===== config.mk =====
export PLATFORM = sky130hd
export DESIGN_NAME = serial_subtractor
export DESIGN_NICKNAME = d
export VERILOG_FILES = /design/src/rtl/serial_arith_pkg.sv /design/src/rtl/full_subtractor.sv /design/src/rtl/serial_subtractor.sv
export SDC_FILE = /design/constraint.sdc
export NUM_CORES = 1
export LEC_CHECK = 0
export ABC_AREA = 1
export BUFFER_PORTS_ARGS = -buffer_cell sky130_fd_sc_hd__buf_2
export CORE_MARGIN = 2
export CORE_UTILIZATION = 50
export DETAILED_ROUTE_END_ITERATION = 7
export GPL_TIMING_DRIVEN = 0
export HOLD_SLACK_MARGIN = 0.15
export PLACE_DENSITY = 0.84
export SLEW_MARGIN = 10
export SYNTH_ARGS = -nofsm -noshare
export SYNTH_HDL_FRONTEND = slang
export SYNTH_SLANG_ARGS = --single-unit

===== constraint.sdc =====
create_clock -name clk -period 1.8 [get_ports clk]
set_input_delay 0.18 -clock clk [delete_from_list [all_inputs] [get_ports clk]]
set_output_delay 0.18 -clock clk [all_outputs]
set_load 0.02 [all_outputs]

===== src/rtl/serial_arith_pkg.sv =====
// serial_arith_pkg: shared FSM encoding and sizing helpers for the serial subtractor
package serial_arith_pkg;
    localparam logic [1:0] ST_IDLE = 2'd0;
    localparam logic [1:0] ST_RUN  = 2'd1;
    localparam logic [1:0] ST_DONE = 2'd2;

    typedef enum logic [1:0] {IDLE = ST_IDLE, RUN = ST_RUN, DONE = ST_DONE} state_t;

    function automatic int slices(input int w, input int b);
        return w / b;
    endfunction

    function automatic int cnt_width(input int n);
        return n <= 1 ? 1 : $clog2(n);
    endfunction

    function automatic bit split_ok(input int w, input int b);
        return b > 0 && w % b == 0;
    endfunction
endpackage


===== src/rtl/full_subtractor.sv =====
// full_subtractor: 1-bit x - y - bi with borrow-out
module full_subtractor (
    input  logic x,
    input  logic y,
    input  logic bi,
    output logic d,
    output logic bo
);
    assign d  = x ^ y ^ bi;
    assign bo = (~x & y) | (~(x ^ y) & bi);
endmodule


===== src/rtl/serial_subtractor.sv =====
// serial_subtractor: multi-cycle a-b-bin (or b-a-bin), BITS_PER_CYCLE bits per clock, LSB slice first
module serial_subtractor
    import serial_arith_pkg::*;
#(
    parameter int WIDTH          = 8,
    parameter int BITS_PER_CYCLE = 1
) (
    input  logic             clk,
    input  logic             rst,
    input  logic             start,
    input  logic [WIDTH-1:0] a,
    input  logic [WIDTH-1:0] b,
    input  logic             bin,
    input  logic             swap,
    output logic             busy,
    output logic             done,
    output logic [WIDTH-1:0] diff,
    output logic             bout,
    output logic             zero
);
    localparam int N  = slices(WIDTH, BITS_PER_CYCLE);
    localparam int CW = cnt_width(N);

    if (!split_ok(WIDTH, BITS_PER_CYCLE)) begin : g_bad_split
        $error("serial_subtractor: BITS_PER_CYCLE must divide WIDTH");
    end

    state_t                    state;
    logic [WIDTH-1:0]          xs, ys, rs, rs_next;
    logic                      br, last;
    logic [CW-1:0]             cnt;
    logic [BITS_PER_CYCLE-1:0] ds;
    logic [BITS_PER_CYCLE:0]   bc;

    assign bc[0] = br;

    for (genvar i = 0; i < BITS_PER_CYCLE; i++) begin : g_fs
        full_subtractor u_fs (.x(xs[i]), .y(ys[i]), .bi(bc[i]), .d(ds[i]), .bo(bc[i+1]));
    end

    // result enters at the top so the first (LSB) slice ends up at bit 0 after N shifts
    assign rs_next = (rs >> BITS_PER_CYCLE) | (WIDTH'(ds) << (WIDTH - BITS_PER_CYCLE));
    assign last    = cnt == CW'(N - 1);
    assign busy    = state == RUN;
    assign done    = state == DONE;

    always_ff @(posedge clk) begin
        if (rst) begin
            state <= IDLE;
            xs    <= '0;
            ys    <= '0;
            rs    <= '0;
            br    <= 1'b0;
            cnt   <= '0;
            diff  <= '0;
            bout  <= 1'b0;
            zero  <= 1'b0;
        end else if (state != RUN) begin
            state <= start ? RUN : IDLE;
            if (start) begin
                xs  <= swap ? b : a;
                ys  <= swap ? a : b;
                br  <= bin;
                cnt <= '0;
            end
        end else begin
            xs  <= xs >> BITS_PER_CYCLE;
            ys  <= ys >> BITS_PER_CYCLE;
            rs  <= rs_next;
            br  <= bc[BITS_PER_CYCLE];
            cnt <= cnt + 1'b1;
            if (last) begin
                state <= DONE;
                diff  <= rs_next;
                bout  <= bc[BITS_PER_CYCLE];
                zero  <= rs_next == '0 && !bc[BITS_PER_CYCLE];
            end
        end
    end
endmodule


# Word-level counts from Yosys, hierarchy flattened

Cells that the tools add are included.

Bits in registers: 40
Logic and storage cells: 45
Output and inout port bits: 12
Bits of input ports: 21

Multiplexer cells: 13
Bitwise gates (word level): 9
Add/sub/neg operators: 1
Reduce and logical (&&, ||, !) cells: 6
Equal/unequal tests: 5

Operators with widths:

| kind                | count |
|---|---|
| $mux 7              | 4 |
| $mux 8              | 2 |
| $logic_not 8->1     | 1 |
| $or 7x8->8          | 1 |
| $mux 3              | 2 |
| $mux 2              | 2 |
| $add 3x1->3 const B | 1 |
| $eq 3x3->1 const B  | 1 |
| $mux 1              | 3 |
| $not 1->1           | 3 |
| $and 1x1->1         | 2 |
| $eq 2x1->1 const B  | 1 |
| $eq 2x2->1 const B  | 1 |
| $ne 2x1->1 const B  | 1 |
| $ne 2x2->1 const B  | 1 |
| $reduce_and 2->1    | 1 |
| $reduce_bool 2->1   | 1 |
| $reduce_or 2->1     | 1 |
| $xor 1x1->1         | 2 |
| $logic_and 1x1->1   | 1 |
| $logic_not 1->1     | 1 |
| $or 1x1->1          | 1 |

# Longest topological paths before layout

Gate-level depths: netlist (run 1).

Depth after elaboration: 6
Depth in mapped cells: 8
Depth with buffers taken out: 7

# Hierarchy

From an unflattened synthesis (run 1), not the netlist that was laid out.

Cells, all modules: 278
Area, all modules: 1814.2 µm²

By module, submodules not included:

| module            | cells each | seq. area each (µm²) | instances | area each (µm²) |
|---|---|---|---|---|
| serial_subtractor | 274        | 780.7                | 1         | 1783.0 |
| full_subtractor   | 4          | 0.0                  | 1         | 31.3 |

# Worst setup path before layout (run 1)

Ideal clock, no wire load.

Kind: register to register
Start: register ys[0]
End: register zero
Arrival time: 1.165 ns
Slack: 0.577 ns
Period minus slack after synthesis: 1.223 ns
Library setup time: 0.058 ns
Required time: 1.742 ns
Stages on the path, launching flop included: 6
Path through: dfxtp_1 inv_1 fa_1 nor3_1 nand3_1 nand2_1

RTL lines:

| what                      | RTL line                | source |
|---|---|---|
| start, declared           | serial_subtractor.sv:29 | `logic [WIDTH-1:0] xs, ys, rs, rs_next;` |
| start signal, assigned    | serial_subtractor.sv:62 | `ys <= swap ? a : b;` |
| start signal, assigned    | serial_subtractor.sv:68 | `ys <= ys >> BITS_PER_CYCLE;` |
| $xor 1x1->1 (2 in series) | full_subtractor.sv:9    | `assign d = x ^ y ^ bi;` |
| via ds                    | serial_subtractor.sv:32 | `logic [BITS_PER_CYCLE-1:0] ds;` |
| $or 7x8->8                | serial_subtractor.sv:42 | `assign rs_next = (rs >> BITS_PER_CYCLE) \| (WIDTH'(ds) << (WIDTH - BITS_PER_CYCLE));` |
| $logic_not 8->1           | serial_subtractor.sv:76 | `zero <= rs_next == '0 && !bc[BITS_PER_CYCLE];` |
| $logic_and 1x1->1         | serial_subtractor.sv:76 |  |
| end signal, assigned      | serial_subtractor.sv:76 |  |
| end, declared             | serial_subtractor.sv:19 | `output logic zero` |

The timed path passes the listed nets, and every way through them passes these cells.
A chain may end at the register's enable or synchronous reset.

# Final worst setup path (run 1)

Start: register state[0]
End: output port busy

Word-level cells in the longest chain between the ends: 1

RTL lines:

| what                   | RTL line                | source |
|---|---|---|
| start, declared        | serial_subtractor.sv:28 | `state_t state;` |
| start signal, assigned | serial_subtractor.sv:59 | `state <= start ? RUN : IDLE;` |
| $eq 2x1->1             | serial_subtractor.sv:44 | `assign busy = state == RUN;` |
| end, declared          | serial_subtractor.sv:15 | `output logic busy,` |

No other way between the ends.

==> results of run 1 <==
==> final cells by class <==
class / count / area share (%)
flip-flops and latches: 39 / 36.5
clock buffers: 6 / 2.40
clock inverters: 2 / 1.64
multi-input cells: 199 / 41.6
repair buffers: 32 / 7.96
plain buffers: 11 / 3.16
well taps: 46 / 2.69
inverters: 23 / 4.04
==> final timing paths <==
kind	from	to	slack, ns	cells after the start
hold / removal	start	ys[7]	0.19	3
setup / recovery	state[0]	busy	0.14	4
hold reg to reg	bout	bout	0.45	2
setup reg to reg	ys[0]	zero	0.45	5
==> metrics by stage <==
| step | instance area, sq um | worst slack (ns) | util [%] | power, uW |
|---|---|---|---|---|
| after floorplan | 1820 | 0.577 | - | 1110 |
| after global placement | 2030 | 0.479 | 59.5 | 1180 |
| after detailed placement | 2030 | 0.480 | 59.5 | 1180 |
| after CTS | 2140 | 0.140 | 62.6 | 1780 |
| after global routing | 2140 | 0.00366 | 62.6 | 1870 |
| final | 2140 | 0.136 | 62.6 | 1770 |
==> placed cells by master (no fill, tap or decap) <==
| cell | netlist | routed |
|---|---|---|
| buf_2 | 3 | 33 |
| buf_4 | 4 | 4 |
| dfxtp_1 | 39 | 39 |
| a21oi_1 | 20 | 20 |
| nor2_4 | 1 | 1 |
| nand3_1 | 18 | 18 |
| buf_6 | 1 | 1 |
| a21oi_2 | 1 | 1 |
| inv_2 | 3 | 3 |
| nor2_1 | 32 | 32 |
| nor2_8 | 1 | 1 |
| ha_1 | 2 | 2 |
| clkbuf_1 | 3 | 3 |
| or2_2 | 1 | 1 |
| inv_1 | 20 | 20 |
| clkbuf_8 | 0 | 1 |
| nor3_1 | 1 | 1 |
| dlygate4sd3_1 | 0 | 2 |
| bufinv_16 | 0 | 1 |
| fa_1 | 1 | 1 |
| clkinv_2 | 0 | 1 |
| nand2_4 | 1 | 1 |
| o21ai_0 | 17 | 17 |
| nand2_1 | 103 | 103 |
| clkbuf_4 | 0 | 5 |
==> state kept, by name, indices dropped and copies added, names as in the netlist <==
name and flops:
diff 8, cnt 3, xs 8, rs 7, bout 1, ys 8
br 1, state 2, zero 1
==> routing by layer <==
| layer | vias up | track usage [%] | share of wire (%) | routed length, microns |
|---|---|---|---|---|
| met5 | - | 0 | 0 | 0 |
| met1 | 773 | 27.4 | 47 | 1780 |
| met4 | 0 | 5.32 | 0.76 | 29 |
| met2 | 32 | 33.6 | 47 | 1800 |
| li1 | 927 | - | - | - |
| met3 | 4 | 4.75 | 5.0 | 189 |
==> report_power, final <==
group / total [uW] / switching [uW] / internal [uW]
combinational: 238 / 147 / 91.6
clock: 604 / 276 / 328
sequential: 931 / 28.0 / 903
==> worst min-delay path, cell delays in order <==
cell	delay, ns
buf_2	0.13
o21ai_0	0.14
a21oi_1	0.04
==> kinds of logic after synthesis <==
| group | Yosys count | synth area share (%) |
|---|---|---|
| AO/OA/AOI/OAI | 38 | 10.6 |
| adder cells (fa/ha/maj) | 3 | 2.47 |
| buffers and inverters | 34 | 8.44 |
| flip-flops | 39 | 42.8 |
| AND/OR/NAND/NOR | 158 | 35.7 |
==> impl_metrics.json, run 1 <==
{
  "numCtsBuffers": 5,
  "hold_class": "in -> reg",
  "drtIter0Drc": 113,
  "cp.buffers_inverters": 3,
  "netlist_top_cells_area": "dfxtp_1, nand2_1, nor2_1",
  "cap_violations": 0,
  "ys_top_cells_by_count": "nand2_1, dfxtp_1, nor2_1",
  "max_stage_delay_ns": 0.41,
  "crit_family": "buffers and inverters",
  "synth.distinct_cells": 20,
  "synth.most_common_cell": "nand2_1",
  "routedWlPerCell_microns": 10.6,
  "syn-num-nets": 296,
  "crit_path_top_delay_cell": "dfxtp_1",
  "slew_viol_final": 0,
  "tightest_slew_ns": 0.427,
  "yosys_warnings": 0,
  "finalNetCount": 335,
  "ir_drop_mv": 0.644,
  "rsz0062_at_grt": "no",
  "vias": 1736,
  "status": "completed",
  "finClkSkew_ns": 0.00981,
  "drive_gt1_share_pct": 17.3,
  "cts_sinks": 39,
  "drt-total-wl_mm": 3.80,
  "dpl.hpwl_mm": 2.81,
  "endpoint_kind": "output port",
  "drc": 0,
  "diodes": 0,
  "clock_latency_ns": 0.33,
  "ant_nets": 0,
  "dr.pass1.iters": 4,
  "gr-total-overflow": 0,
  "ys_seq_area_share_pct": 42.8,
  "core_area_sq_mm": 0.00342,
  "path_cells": "inv_2 -> nor2_4 -> buf_4 -> buf_2",
  "synth_ff_type": "dfxtp_1",
  "fin_setup_tns_ns": 0,
  "pin_count": 33,
  "cts_tree": "done",
  "postCtsHoldBufs": 2,
  "gp_congestion": 0.785,
  "synthArstFlopShare_pct": 0,
  "setup_viol": 0,
  "max_clock_freq_ghz": 0.601,
  "dp_cells": 348,
  "postCtsSetupBuffers": 0,
  "clockBufferDepth": 2,
  "start_util_pct": 53.4,
  "routed_via_density": 4.85,
  "p_leak_uw": 0.00111,
  "synth_top_cell_area_share_pct": 42.8,
  "power_density_mw_per_mm2": 830,
  "crit_path_start_kind": "register",
  "criticalPathCategory": "reg -> out",
  "grt_pass1_vias": 1554,
  "grt_usage_pct": 20.6,
  "final_hold_viol_count": 0,
  "fin_crit_sh_pct": 92.5,
  "fin_cells": 358,
  "portBuffers": 30,
  "synthToLayoutAreaGrowth_pct": 17.2,
  "post_cts_resized": 0,
  "seq_area_sq_um": 781,
  "grt_pass1_wl_mm": 6.69,
  "antenna_found_initial": 0,
  "die_area_sq_mm": 0.00415,
  "ys_seq_elements": 39,
  "cp_max_fo": 10,
  "htreeDepth": 2,
  "path_clk_slew_ns": 0.11,
  "synth-edff-count": 0,
  "slew_headroom_pct": 71.5,
  "required_ns": 1.62,
  "row_count": 21,
  "dieWidth_microns": 64.4,
  "synth_top_area_cell": "dfxtp_1",
  "grt_start_max_net_pins": 13,
  "nFillCells": 329,
  "cts_root_buffer": "clkbuf_4",
  "syn_avg_cell_area_sq_um": 6.71,
  "cp.arrival_ns": 1.48,
  "syn_area_sq_mm": 0.00182,
  "die_y_microns": 64.4,
  "netlist_instances": 272,
  "hold_ws_ns": 0.189,
  "fin_crit_ns": 1.66,
  "multi_input_area_sq_um": 890
}
Power figures use the tool's default switching activity.
==> run 2: changes to the inputs <==
- MAX_ROUTING_LAYER: unset -> met4
==> run 2 against run 1 <==
Compared with the run above: utilization is the same; sequential share of layout area is the same; non-clock buffer count is the same; sequential power is essentially flat; critical path depth is the same; clock power is essentially flat; clock skew grew 0.00051 ns; register-to-register slack is essentially flat; first-iteration DRC count shrank 0.88%; flip-flop and latch count is the same; final area is the same.
==> impl_metrics.json, run 2 (same netlist as run 1, synthesis figures left out) <==
{
  "status": "completed",
  "endpoint_kind": "output port",
  "portBuffers": 30,
  "hold_path_end": "ys[7]",
  "routed_via_density": 4.84,
  "ir_drop_mv": 0.645,
  "slew_viol_final": 0,
  "cts_root_buffer": "clkbuf_4",
  "cp.arrival_ns": 1.49,
  "fin_crit_ns": 1.67,
  "fin_util_pct": 62.6,
  "max_clock_freq_ghz": 0.600,
  "grt_start_max_net_pins": 13,
  "clock_latency_ns": 0.34,
  "drive_gt1_share_pct": 17.3,
  "vias": 1734,
  "dp_cells": 348,
  "cap_violations": 0,
  "crit_path_start_kind": "register",
  "final_common_cell": "nand2_1",
  "finalNetCount": 335,
  "slew_headroom_pct": 71.4,
  "crit-reg2reg-capture": "zero",
  "hold_ws_ns": 0.186,
  "die_y_microns": 64.4,
  "drt-total-wl_mm": 3.80,
  "hold_class": "in -> reg",
  "gp_congestion": 0.796,
  "layout_common_cells": "nand2_1, dfxtp_1, buf_2",
  "top_regs": "diff (8), xs (8), ys (8)",
  "dpl.hpwl_mm": 2.81,
  "hold_path_startpoint": "start",
  "drtIter0Drc": 112,
  "switching_power_uw": 452,
  "diodes": 0,
  "power_density_mw_per_mm2": 830,
  "cts_sinks": 39,
  "fin_crit_sh_pct": 92.7,
  "switching_share_pct": 25.5,
  "htreeDepth": 2,
  "dr.pass1.iters": 4,
  "path_clk_slew_ns": 0.11,
  "rrSetupSlack_ns": 0.45,
  "finClkSkew_ns": 0.0103,
  "final_hold_viol_count": 0,
  "rsz0062_at_grt": "no",
  "core_area_sq_mm": 0.00342,
  "cts_tree": "done",
  "dieWidth_microns": 64.4,
  "r2r-start": "ys[0]",
  "grt_pass1_vias": 1553,
  "pin_count": 33,
  "fin_setup_tns_ns": 0,
  "cp_max_fo": 10,
  "grt_usage_pct": 21.2,
  "fin_cells": 358,
  "ant_nets": 0,
  "grt_pass1_wl_mm": 6.70,
  "p_leak_uw": 0.00111,
  "clockBufferDepth": 2,
  "die_area_sq_mm": 0.00415,
  "drc": 0,
  "criticalPathCategory": "reg -> out",
  "required_ns": 1.62,
  "hold_depth": 3,
  "antenna_found_initial": 0,
  "pwr-share-comb_pct": 13.4,
  "row_count": 21,
  "tightest_slew_ns": 0.429,
  "synthToLayoutAreaGrowth_pct": 17.2,
  "routedWlPerCell_microns": 10.6,
  "intPower_uw": 1320,
  "rr_worst_depth": 5,
  "gr-total-overflow": 0,
  "numCtsBuffers": 5,
  "p_seq_share_pct": 52.5,
  "setup_viol": 0,
  "start_util_pct": 53.4,
  "clock_power_share_pct": 34.1
}
==> run 2: cell counts in the layout (fill, tap and decap cells not counted) <==
No cell type changed its count.
==> run 2: final cells by class <==
class	instances	area, sq um
Buffer	11	67.6
Clock buffer	6	51.3
Clock inverter	2	35.0
Fill cell	329	1280
Inverter	23	86.3
Multi-Input combinational cell	199	890
Sequential cell	39	781
Tap cell	46	57.6
Timing Repair Buffer	32	170
==> run 2: worst max-delay path by stage <==
| stage | startpoint | end | slack, ns | cells past startpoint |
|---|---|---|---|---|
| 2_1_floorplan | ys[0] | zero | 0.58 | 5 |
| 3_3_place_gp | ys[0] | zero | 0.48 | 5 |
| 3_5_place_dp | ys[0] | zero | 0.48 | 5 |
| 4_1_cts | state[0] | busy | 0.14 | 4 |
| 5_1_grt | state[0] | busy | 0.004 | 4 |
| 6_report | state[0] | busy | 0.13 | 4 |
==> run 2: what timing repair did <==
item | 4_1_cts | 5_1_grt
hold endpoints to repair | 2 | 0
hold buffers | 2 | 0
setup buffers | 0 | 0
resized for setup | 0 | 0
==> run 2: layer usage <==
metal	track usage (%)	part of all wire (%)
met5	-	0
met4	5.32	0.76
met3	4.75	5.2
met2	33.6	47
met1	27.5	47
==> run 2: stage by stage <==
stage	area, sq um	total power [uW]	setup WS (ns)
floorplan	1820	1110	0.577
global placement	2030	1180	0.479
detailed placement	2030	1180	0.480
CTS	2140	1780	0.140
global route	2140	1880	0.00367
finish	2140	1780	0.132
==> run 2: critical path, stage by stage (launching register included) <==
cell	delay, ns
dfxtp_1	0.41
inv_2	0.07
nor2_4	0.25
buf_4	0.24
buf_2	0.18
==> run 2: power by group through the flow <==
| stage | Sequential (uW) | Clock, uW | Combinational, uW |
|---|---|---|---|
| after floorplan | 943 | 0 | 168 |
| after global routing | 936 | 663 | 275 |
| after detailed placement | 950 | 0 | 233 |
| final | 932 | 606 | 238 |
| after CTS | 931 | 609 | 238 |
| after global placement | 949 | 0 | 227 |
